[config.mk]
export PLATFORM = sky130hd
export DESIGN_NAME = gp_pulse_sequencer
export DESIGN_NICKNAME = d
export VERILOG_FILES = /design/src/rtl/gp_pkg.sv /design/src/rtl/gp_pulse_channel.sv /design/src/rtl/gp_pulse_sequencer.sv
export SDC_FILE = /design/constraint.sdc
export NUM_CORES = 1
export LEC_CHECK = 0
export BUFFER_PORTS_ARGS = -buffer_cell sky130_fd_sc_hd__buf_2
export CORE_MARGIN = 2
export CORE_UTILIZATION = 50
export DETAILED_ROUTE_END_ITERATION = 6
export MAX_ROUTING_LAYER = met4
export PLACE_DENSITY = 0.79
export SYNTH_ARGS = -nofsm -noshare
export SYNTH_HDL_FRONTEND = slang
export SYNTH_HIERARCHICAL = 1
export SYNTH_SLANG_ARGS = --single-unit
[constraint.sdc]
create_clock -name clk -period 6.25 [get_ports clk]
set_input_delay 0.625 -clock clk [delete_from_list [all_inputs] [get_ports clk]]
set_output_delay 0.625 -clock clk [all_outputs]
set_load 0.05 [all_outputs]
[src/rtl/gp_pkg.sv]
// gp_pkg: shared constants and types for the general-parameter table and pulse sequencer
package gp_pkg;
    localparam int PARAM_W = 32;
    localparam int N_CH = 3;
    localparam logic [1:0] ADDR_T_UP = 2'b00;
    localparam logic [1:0] ADDR_T_ON0 = 2'b01;
    localparam logic [1:0] ADDR_T_ON1 = 2'b10;
    localparam logic [1:0] ADDR_T_ON2 = 2'b11;
    typedef enum logic [1:0] {IDLE, RUN, DRAIN} gp_seq_state_t;
endpackage

[src/rtl/gp_pulse_channel.sv]
// gp_pulse_channel: one pulse channel, shadowed on-time compared against the shared period counter
module gp_pulse_channel
    import gp_pkg::*;
(
    input  logic               clk,
    input  logic               reset,
    input  logic               load,
    input  logic               busy,
    input  logic [PARAM_W-1:0] t_on,
    input  logic [PARAM_W-1:0] cnt,
    output logic               pulse
);
    logic [PARAM_W-1:0] t_on_s;
    always_ff @(posedge clk or posedge reset)
        if (reset) t_on_s <= '0;
        else if (load) t_on_s <= t_on;
    assign pulse = busy && (cnt < t_on_s);
endmodule

[src/rtl/gp_pulse_sequencer.sv]
// gp_pulse_sequencer: periodic N_CH-channel pulse generator; table values are shadowed
// at period boundaries so a running period is never torn.
module gp_pulse_sequencer
    import gp_pkg::*;
(
    input  logic               clk,
    input  logic               reset,
    input  logic               start,
    input  logic               stop,
    input  logic [PARAM_W-1:0] param [0:3],
    output logic [N_CH-1:0]    pulse,
    output logic               busy,
    output logic               period_start,
    output logic [PARAM_W-1:0] cnt,
    output logic               cfg_err
);
    gp_seq_state_t state;
    logic [PARAM_W-1:0] t_up_s;
    logic go, wrap, eff_run, load, t_up_bad;
    assign go = start && !stop;
    assign t_up_bad = param[0] == '0;
    assign wrap = cnt == t_up_s - 1'b1;
    // a start in DRAIN cancels the stop, so that cycle behaves exactly like RUN
    assign eff_run = state == RUN || (state == DRAIN && go);
    assign load = state == IDLE ? go && !t_up_bad : wrap && eff_run;
    assign busy = state != IDLE;
    assign period_start = busy && cnt == '0;
    always_ff @(posedge clk or posedge reset) begin
        if (reset) begin
            state <= IDLE;
            cnt <= '0;
            t_up_s <= '0;
            cfg_err <= 1'b0;
        end else begin
            cfg_err <= 1'b0;
            if (load) t_up_s <= param[0];
            case (state)
                IDLE: if (go) begin
                    cfg_err <= t_up_bad;
                    state <= t_up_bad ? IDLE : RUN;
                end
                default: if (wrap) begin
                    cnt <= '0;
                    cfg_err <= eff_run && t_up_bad;
                    state <= !eff_run || t_up_bad ? IDLE : stop ? DRAIN : RUN;
                end else begin
                    cnt <= cnt + 1'b1;
                    state <= eff_run && !stop ? RUN : DRAIN;
                end
            endcase
        end
    end
    for (genvar i = 0; i < N_CH; i++) begin : g_ch
        gp_pulse_channel u_ch (
            .clk(clk),
            .reset(reset),
            .load(load),
            .busy(busy),
            .t_on(param[i+1]),
            .cnt(cnt),
            .pulse(pulse[i])
        );
    end
endmodule

==> key figures <==
Clocking
  – Hold-fix buffers, CTS: 0
  – # H-tree levels: 4
  – Clk sink count: 163
  – Post_cts resized: 0
  – TritonCTS Buffers: 17
  – CTS tree: yes
  – Max Root-Sink Buffers: 2
  – Post-CTS Setup Bufs: 0
  – Worst-skew pair later-pin latency: around 0.43 ns
  – Worst-path clk slew: roughly 0.060 ns
  – Root buffer cell: clkbuf_16

Power
  – Pwr dens: 314.9 nW/um^2
  – Leakage: about 5.5 nW
  – Sw power: 1.300 mW
  – Clock group share of total power: between 20% and 30%
  – Worst IR Drop VDD: around 0.2 mV
  – Gate power share: roughly 30%
  – Register share of total power: 41.4%
  – Pwr Total: 3.692 mW
  – Switching share of power: a little over a third
  – Int Power: roughly 2.4 mW

Timing
  – RSZ-0062 raised after global routing: false
  – Worst-margin pin slew: 1.024 ns
  – Fmax: approximately 0.23 GHz
  – Final setup viols: 0
  – Tcrit/Tclk final: a little over two thirds
  – Hold slack: about 0.31 ns
  – Final Critical Period: around 4.4 ns
  – Final Slew Violations: 0
  – Final setup margin: between 1.5 and 2 ns
  – Slew Limit Headroom: a little under a third
  – Final hold violation count: 0
  – Clock Skew: approximately 0.0094 ns
  – Final TNS setup: 0 ns

Logic synthesis
  – Largest family of logic cells by synthesized area: simple AND/OR/NAND/NOR gates
  – YS warnings: 6
  – Top cell type's share of synthesized area: 40.33%
  – Synth unique cells: 64
  – Post-synth EDFFs: 0
  – Post-synthesis mux area share: between 4 and 5%
  – Simple-gate portion of the synthesized area: between 10% and 20%
  – Gate Count Post-Synth: approximately 1100
  – Synth top area cells: dfrtp_1 (40%), ha_1 (12%), o21ai_0 (6.0%), nand2_1 (5.9%), inv_1 (4.1%)
  – Top cells by count, synth: dfrtp_1 (163), nand2_1 (160), o21ai_0 (122)
  – Compound-Gate Fraction of Synth Area: 12.40%
  – Syn_nets: 1355
  – Sequential fraction of the synthesis area: about 40%
  – Post-synth ARST share: 100.0%
  – Ys flop type: dfrtp_1
  – Most common cell in the netlist: dfrtp_1
  – Synth Area in XOR/XNOR: under 10%
  – Dominant cell type by area after synthesis: dfrtp_1
  – Synth Register Bits: roughly 160
  – Post-Synth Adder-Cell Area: a little under an eighth
  – Syn_area_per_cell: 8.974 sq um
  – Mapped cell area: about 10000 sq um

Critical path
  – Worst setup EP type: flip-flop
  – CP Data Arrival Time: 4.70 ns
  – Critical path class: flip-flop to flip-flop
  – Crit-path max FO: ~150
  – Req. time, crit path: 6.55 ns
  – Startpoint Class: flip-flop

Finish
  – Final Util: between 50 and 60%
  – Fraction of layout cells with a size suffix above 1: between 10% and 20%
  – P&R area growth vs syn: 15.92%
  – Finished Layout Cells: 1558
  – Layout Nets: around 1500
  – Design area: roughly 12000 sq um

Floorplanning
  – Initial Util: 50.47%
  – Row cnt: 52
  – Ports: between 150 and 200
  – Total core area: 20040 sq um
  – Chip height: between 100 and 150 um
  – Die ar.: 21380 sq um
  – Die X: roughly 150 um

Global routing
  – Gr usage total: roughly a quarter
  – First-pass GRT wire length: approximately 42000 um
  – Initial antenna violation count: 0
  – Vias in the first global route: approximately 8200
  – Largest net degree at the start of global routing: 150
  – GRT overflow: 0

Detailed routing
  – Number of DRC markers in iteration 0: 637
  – Routed Antenna Nets: 0
  – Number of detailed-route iterations in the first pass: 5
  – Final wirelength: ~26000 um
  – Vias per cell: around 5.5
  – Post-route DRC: 0
  – Wire per inst: roughly 16 um
  – DR vias: ~8600

Status
  – Status: completed

Placed design
  – Post-DP HPWL: between 15000 and 20000 um
  – Gp weighted congestion: approximately 0.90
  – Area post-placement: ~11000 sq um
  – Placed instance count: about 1500
  – Pre-CTS WS: ~2.0 ns
  – Port Buffers: ~170

Min path
  – HP Class: primary input to asynchronous set/reset pin

Flow run
  – MaxCap Viol Count: 0
area by class of cell:
class	instances	area, sq um
fillers	1800	8315
multi-input cells	806	5388
flip-flops and latches	163	4079
repair buffers	175	890.9
clock buffers	21	460.4
inverters	110	412.9
well taps	270	337.8
clock inverters	11	150.1
diodes	2	5.005
registers in the layout, indices dropped and copies added (netlist names):
register          count
cfg_err               1
state                 2
t_up_s               32
cnt                  32
g_ch.u_ch/t_on_s     96
critical path: stages (launching register included):
cell and delay (ns):
dfrtp_1 0.42, inv_1 0.07, ha_1 0.24, nor4b_1 0.70
and4_1 0.39, a21boi_0 0.14, o41ai_1 0.36, o22ai_1 0.15
and4b_2 0.36, o211ai_4 0.12, nand2_8 0.55, buf_4 0.42
o21ai_0 0.15
power groups by stage:
| stage | clock (mW) | combinational [mW] | sequential (mW) |
|---|---|---|---|
| 5_1_grt | 1.15 | 1.23 | 1.56 |
| 4_1_cts | 1.10 | 1.08 | 1.53 |
| 3_5_place_dp | 0 | 1.07 | 1.55 |
| 6_report | 1.08 | 1.08 | 1.53 |
| 2_1_floorplan | 0 | 0.793 | 1.51 |
| 3_3_place_gp | 0 | 1.02 | 1.54 |
worst paths after layout:
check	from	to	slack (ns)	cells past startpoint
max in group asynchronous	reset	g_ch[2].u_ch/t_on_s[0]	5.18	3
hold / removal	reset	g_ch[1].u_ch/t_on_s[2]	0.31	3
setup reg to reg	t_up_s[0]	g_ch[1].u_ch/t_on_s[9]	1.84	12
setup / recovery	t_up_s[0]	g_ch[1].u_ch/t_on_s[9]	1.84	12
min in group clk	param[69]	g_ch[0].u_ch/t_on_s[5]	0.40	3
hold reg to reg	g_ch[1].u_ch/t_on_s[0]	g_ch[1].u_ch/t_on_s[0]	0.51	1
placed cells by master (no fill, tap or decap), types with 23 or more instances in the layout:
cell type	instances
a21oi_1	44
buf_2	169
dfrtp_1	163
ha_1	96
inv_1	109
mux2_1	32
nand2_1	160
nor2_1	79
o21ai_0	122
xnor2_1	42
xor2_1	23
logic make-up after synthesis:
family | Yosys count
and+or+nand+nor | 392
AOI/OAI and AO/OA | 216
adders and majority gates | 96
buffers and inverters | 158
DFF | 163
muxes | 37
xor gates and xnor gates | 65
metal layers:
| metal | GRT usage (%) | wire length (um) |
|---|---|---|
| met1 | 34.91 | 11860 |
| met2 | 38.33 | 11450 |
| met3 | 5.031 | 1641 |
| met4 | 8.155 | 578 |
| met5 | - | 0 |
(Power assumes the default switching activity.)
